$ cat src/rtl/piso_serializer.sv
// Parallel-in, serial-out converter with valid/ready handshakes on both sides.
// A word is accepted only in IDLE and then emitted one bit per consumed beat,
// MSB or LSB first. Define PISO_PARITY_EN to append an even-parity bit to each
// frame (WIDTH+1 bits per frame); without it, the frame is WIDTH bits.
module piso_serializer #(
  parameter int unsigned WIDTH     = 8,  // 2..32
  parameter int unsigned MSB_FIRST = 1
) (
  input  logic             clk,
  input  logic             rst,        // asynchronous, active-low
  input  logic             in_valid,
  input  logic [WIDTH-1:0] in_data,
  output logic             in_ready,
  input  logic             ser_ready,
  output logic             ser_valid,
  output logic             ser_out,
  output logic             ser_last,
  output logic             busy
);

  localparam int unsigned CntW = (WIDTH > 1) ? $clog2(WIDTH) : 1;
  localparam logic [CntW-1:0] CntLoad = CntW'(WIDTH - 1);
  localparam logic [CntW-1:0] CntOne  = CntW'(1);

`ifdef PISO_PARITY_EN
  typedef enum logic [1:0] {StIdle, StShift, StPar} state_e;
`else
  typedef enum logic [1:0] {StIdle, StShift} state_e;
`endif

  state_e           state_q;
  logic [WIDTH-1:0] sreg_q;
  logic [CntW-1:0]  cnt_q;
  logic             ser_valid_q;
  logic             ser_out_q;
  logic             ser_last_q;
`ifdef PISO_PARITY_EN
  logic             parity_q;
`endif

  logic             accept;
  logic             consume;
  logic [WIDTH-1:0] sreg_shift;
  logic             next_bit;
  logic             head_in;

  assign accept  = in_valid & in_ready;
  assign consume = ser_valid_q & ser_ready;

  // Output-end selection: shifted register, the bit that becomes current after
  // a shift, and the first bit of a freshly accepted word.
  always_comb begin
    sreg_shift = '0;
    next_bit   = 1'b0;
    head_in    = 1'b0;
    if (MSB_FIRST != 0) begin
      sreg_shift = {sreg_q[WIDTH-2:0], 1'b0};
      next_bit   = sreg_q[WIDTH-2];
      head_in    = in_data[WIDTH-1];
    end else begin
      sreg_shift = {1'b0, sreg_q[WIDTH-1:1]};
      next_bit   = sreg_q[1];
      head_in    = in_data[0];
    end
  end

  // FSM with registered serial outputs; everything holds while ser_ready=0.
  always_ff @(posedge clk or negedge rst) begin
    if (!rst) begin
      state_q     <= StIdle;
      sreg_q      <= '0;
      cnt_q       <= '0;
      ser_valid_q <= 1'b0;
      ser_out_q   <= 1'b0;
      ser_last_q  <= 1'b0;
`ifdef PISO_PARITY_EN
      parity_q    <= 1'b0;
`endif
    end else begin
      case (state_q)
        StIdle: begin
          if (accept) begin
            state_q     <= StShift;
            sreg_q      <= in_data;
            cnt_q       <= CntLoad;
            ser_valid_q <= 1'b1;
            ser_out_q   <= head_in;
            // WIDTH >= 2, so the first bit is never the last one.
            ser_last_q  <= 1'b0;
`ifdef PISO_PARITY_EN
            parity_q    <= ^in_data;
`endif
          end
        end
        StShift: begin
          if (consume) begin
            sreg_q <= sreg_shift;
            if (cnt_q == '0) begin
`ifdef PISO_PARITY_EN
              state_q     <= StPar;
              ser_out_q   <= parity_q;
              ser_last_q  <= 1'b1;
`else
              state_q     <= StIdle;
              ser_valid_q <= 1'b0;
              ser_out_q   <= 1'b0;
              ser_last_q  <= 1'b0;
`endif
            end else begin
              cnt_q     <= cnt_q - CntOne;
              ser_out_q <= next_bit;
`ifdef PISO_PARITY_EN
              ser_last_q <= 1'b0;
`else
              // The bit about to be presented is data bit counter==0.
              ser_last_q <= (cnt_q == CntOne);
`endif
            end
          end
        end
`ifdef PISO_PARITY_EN
        StPar: begin
          if (consume) begin
            state_q     <= StIdle;
            ser_valid_q <= 1'b0;
            ser_out_q   <= 1'b0;
            ser_last_q  <= 1'b0;
          end
        end
`endif
        default: begin
          state_q     <= StIdle;
          ser_valid_q <= 1'b0;
          ser_out_q   <= 1'b0;
          ser_last_q  <= 1'b0;
        end
      endcase
    end
  end

  assign in_ready  = (state_q == StIdle);
  assign busy      = (state_q != StIdle);
  assign ser_valid = ser_valid_q;
  assign ser_out   = ser_out_q;
  assign ser_last  = ser_last_q;

endmodule

$ cat config.mk
export PLATFORM = sky130hd
export DESIGN_NAME = piso_serializer
export DESIGN_NICKNAME = d
export VERILOG_FILES = /design/src/rtl/piso_serializer.sv
export SDC_FILE = /design/constraint.sdc
export NUM_CORES = 1
export LEC_CHECK = 0
export ABC_CLOCK_PERIOD_IN_PS = 1400
export CELL_PAD_IN_SITES_DETAIL_PLACEMENT = 2
export CELL_PAD_IN_SITES_GLOBAL_PLACEMENT = 2
export CORE_MARGIN = 1.5
export CORE_UTILIZATION = 28
export CTS_BUF_LIST = sky130_fd_sc_hd__clkbuf_4 sky130_fd_sc_hd__clkbuf_8
export DETAILED_ROUTE_END_ITERATION = 10
export PLACE_DENSITY = 0.82
export SYNTH_ARGS = -nofsm -noshare
export SYNTH_HDL_FRONTEND = slang
export SYNTH_SLANG_ARGS = --single-unit
$ cat constraint.sdc
create_clock -name clk -period 1.4 [get_ports clk]
set_input_delay 0.42 -clock clk [delete_from_list [all_inputs] [get_ports clk]]
set_output_delay 0.42 -clock clk [all_outputs]
set_load 0.05 [all_outputs]
Yosys cells after proc, flatten, opt, wreduce, memory -nomap -nowiden:

Cells that the tools add are included.

* register bits after elaboration: 15
* logic and storage cells: 46
* output and inout bits: 5
* bits of input ports: 12

* $add $sub $neg: 1
* bitwise logic cells: 2
* reduce and logical (&&, ||, !) cells: 8
* muxes and demuxes: 23
* eq/ne operators: 6

Operator list (number)
* 2-to-1 mux 7 bit: 2
* case mux 7 bit (2 select lines): 1
* 2-to-1 mux 1 bit: 9
* 2-to-1 mux 3 bit: 3
* 2-to-1 mux 2 bit: 3
* inequality test 2 bit, second input constant: 3
* case mux 1 bit (2 select lines): 3
* case mux 3 bit (2 select lines): 1
* AND reduction 3 bit: 2
* case mux 2 bit (2 select lines): 1
* AND reduction 4 bit: 1
* nonzero test 2 bit: 2
* equality test 3 x 1 -> 1 bit, second input constant: 1
* logical NOT 3 bit: 1
* subtractor 3 x 1 -> 3 bit, second input constant: 1
* bitwise AND 1 bit: 2
* equality test 2 x 1 -> 1 bit, second input constant: 1
* logical NOT 2 bit: 1
* inequality test 2 x 1 -> 1 bit, second input constant: 1
* AND reduction 2 bit: 1

Logic depth before layout (Yosys ltp):

* depth after elaboration: 4
* depth in mapped cells: 5
* depth with buffers taken out: 5

Least setup slack after synthesis:

No wires, ideal clock.

* kind: register to register
* start: register ser_valid_q, in the netlist ser_valid
* end: register ser_valid_q, in the netlist ser_valid
* setup slack: -0.150 ns
* cell stages (with the launch flop): 5
* data required time: 1.269 ns
* path buffers: 1
* setup time: 0.131 ns
* data arrival time: 1.419 ns
* clock period less this slack: 1.550 ns
* cell sequence: dfrtp_1 -> buf_2 -> and2_4 -> and2_4 -> or3_1

* cells in the longest elaborated chain, start to end: 3

Ends and longest elaborated chain
* start: declaration: RTL line 34 `logic ser_valid_q;`
* start signal: assignment: RTL line 73 `ser_valid_q <= 1'b0;`
* start signal: assignment: RTL line 86 `ser_valid_q <= 1'b1;`
* start signal: assignment: RTL line 105 `ser_valid_q <= 1'b0;`
* bitwise AND 1 bit: RTL line 48 `assign consume = ser_valid_q & ser_ready;`
* inequality test 2 bit (no line)
* AND reduction 3 bit (no line)

Every way passes these cells.
A chain may end at the register's enable or synchronous reset.

Worst setup path after layout:

* start: register ser_valid_q, in the netlist ser_valid
* end: output port ser_valid

RTL lines
* end: declaration: RTL line 15 `output logic ser_valid,`

No word-level cell between the ends.

==> reports/metrics.yaml <==
criticalPathCategory: "reg -> out"
synthMuxAreaShare_pct: 10.9
pin_count: 17
rsz0062_at_grt: "yes"
worst_pin_slew_ns: 0.373
max_freq_ghz: 0.696
path_cells: "buf_6 -> buf_12"
clock-skew-final_ns: 0.00324
failed_checks: "setup timing"
totalWireLength_um: 2280
p_leak_nw: 0.516
final_cell_mix: "12 x dfrtp_1, 11 x buf_4, 9 x clkdlybuf4s50_1"
slowest_stage: "dfrtp_2"
synth-seq-area-share_pct: 44.1
via_per_inst: 5.08
ys_warn_count: 0
cts_sinks: 13
grt_overflow: 0
die_height_um: 54.3
diodes: 0
ant_nets: 0
cts_tree: "done"
postCtsHoldBufs: 0
nets: 116
power.switching_uw: 788
synth_edf_count: 0
r2r_setup_slack_ns: 0.05
start_kind: "flip-flop"
cp_num_buf_inv: 2
initial_core_util_pct: 29.7
p_seq_share_pct: 35.4
synthCells: 72
first_global_vias: 714
num_rows: 18
dp_hpwl_um: 1620
cp_max_fo: 4
synth_compound_area_share_pct: 17.1
clk_latency_ns: 0.30
p_sw_share_pct: 41.1
syn2layout_area_growth_pct: 49.9
slew_violations: 0
setup_viol: 3
critPathCaptureType: "output pin"
syn_nets: 87
stdcell_count: 130
drtIter0Drc: 4
routabilityCongestion: 0.725
synth_seq_cells: 13
setup_ws_ns: -0.0373
synth_xor_area_share_pct: 0
placed_cells: 125
status: "finished, violations left"
synthAdderAreaFrac_pct: 5.09
hold_viol_final: 0
netlist_area_um2: 737
hp-class: "in -> async"
path_depth: 2
cp.arrival_ns: 1.02
fin_hold_ws_ns: 0.423
path_delay_family: "flip-flops"
cts_max_path_buffers: 2
htree_levels: 1
ys_async_sr_fraction_pct: 100
max-slew-margin-rel_pct: 75.1
grt_pass1_wl_um: 3610
ir_drop_mv: 0.853
root_buffer: "clkbuf_4"
ys_types: 22
cts_made_buffers: 3
p_int_mw: 1.13
first_pass_iters: 4
ys.flop_type: "dfrtp_1"
core_um2: 2480
finalCritPeriodShare_pct: 103
r2r-end: "ser_out$_DFFE_PN0P_"
reg2regPathDepth: 4
die_area_um2: 2950
setup_tns_ns: -0.0974
syn_avg_cell_area_um2: 10.2
cp_slowest_stage_delay_ns: 0.44
grt_max_degree: 14
drv_cap: 0
cts.reportedPaths.clkPinSlew_ns: 0.09
layout_commonest_cell: "dfrtp_1"
numPortBuffers: 16
required_ns: 0.98
r2r_start: "ser_valid$_DFFE_PN0P_"
synth-simple-area-share_pct: 16.8
drc_errors: 0
combPwrFrac_pct: 50.9
layout-drive-gt1-share_pct: 31.0
min_period_ns: 1.44
final.fill_count: 270
synth_top_family_by_area: "compound AO/OA/AOI/OAI gates"
wire_per_inst_um: 17.6
antenna_found_initial: 0
die_w_um: 54.3
power_frac_clock_pct: 13.7
grt_usage_pct: 18.2
p_total_mw: 1.92
p_per_area_nw_per_um2: 1730
vias: 661
## final cells by class
type	count	area (um2)	area share [%]
multi-input cells	51	385	34.9
flip-flops and latches	13	327	29.6
repair buffers	29	317	28.7
well taps	30	37.5	3.40
clock buffers	3	22.5	2.04
inverters	3	11.3	1.02
clock inverters	1	5.00	0.453
## through the flow
step | worst slack [ns] | area (um2) | utilization (%)
final | -0.0373 | 1100 | 44.6
after global routing | -0.0576 | 1100 | 44.6
after CTS | -0.0443 | 1100 | 44.3
after detailed placement | -0.317 | 1040 | 42.1
after global placement | -0.274 | 1040 | 42.1
after floorplan | -0.0116 | 744 | -
## worst register-to-register path, delay by kind of cell, from the launching register on
kind,cells,cell delay (ns)
compound gates,1,0.35
buf+inv,1,0.17
flops,1,0.44
simple gates,2,0.28
## power by group through the flow
stage | Sequential, mW | Combinational (mW) | Clock (mW)
after floorplan | 0.711 | 0.445 | 0
after global placement | 0.672 | 0.853 | 0
after detailed placement | 0.686 | 0.903 | 0
after CTS | 0.677 | 0.994 | 0.265
after global routing | 0.702 | 1.05 | 0.278
final | 0.679 | 0.974 | 0.262
## synth_stat cells (2+ instances only)
library cell   n  area (um2)
dfrtp_1       13         325
nor2_1         4        15.0
o21ai_0        3        15.0
nand2_1        3        11.3
and2_4         2        17.5
a21oi_1        7        35.0
buf_2          2        10.0
mux2i_1        8        80.1
a211oi_1       7        52.6
and2b_2        2        17.5
nor2b_1        6        37.5
inv_1          3        11.3
ha_1           3        37.5
## cells by family after synthesis
kind of cell             Yosys count
multiplexers                       8
buffers and inverters              8
AO/OA/AOI/OAI                     20
flip-flops                        13
AND/OR/NAND/NOR                   20
adder cells (fa/ha/maj)            3
## metal layers
metal | wire (um) | vias to the layer above | GRT usage (%)
met5 | 0 | - | 0
met1 | 1060 | 335 | 23.0
met3 | 51 | 5 | 2.19
met4 | 58 | 0 | 10.8
li1 | - | 307 | -
met2 | 1120 | 14 | 29.5
## registers in the layout (all words and copies together), names as in the netlist
signal,flops
sreg_q,7
ser_out,1
ser_last,1
cnt_q,3
ser_valid,1
## timing repair
action	in CTS	in global routing
gates resized for setup	5	3
setup endpoints to repair	8	7
pin swaps	0	0
setup buffers	1	0
## worst max-delay path by stage
stage                                from               endpoint
finish              ser_valid$_DFFE_PN0P_              ser_valid
global route        ser_valid$_DFFE_PN0P_              ser_valid
CTS                 ser_valid$_DFFE_PN0P_              ser_valid
detailed placement               in_valid  sreg_q[3]$_DFFE_PN0P_
global placement                 in_valid   cnt_q[1]$_DFFE_PN0P_
floorplan           ser_valid$_DFFE_PN0P_               in_ready
Power figures use the tool's default switching activity.
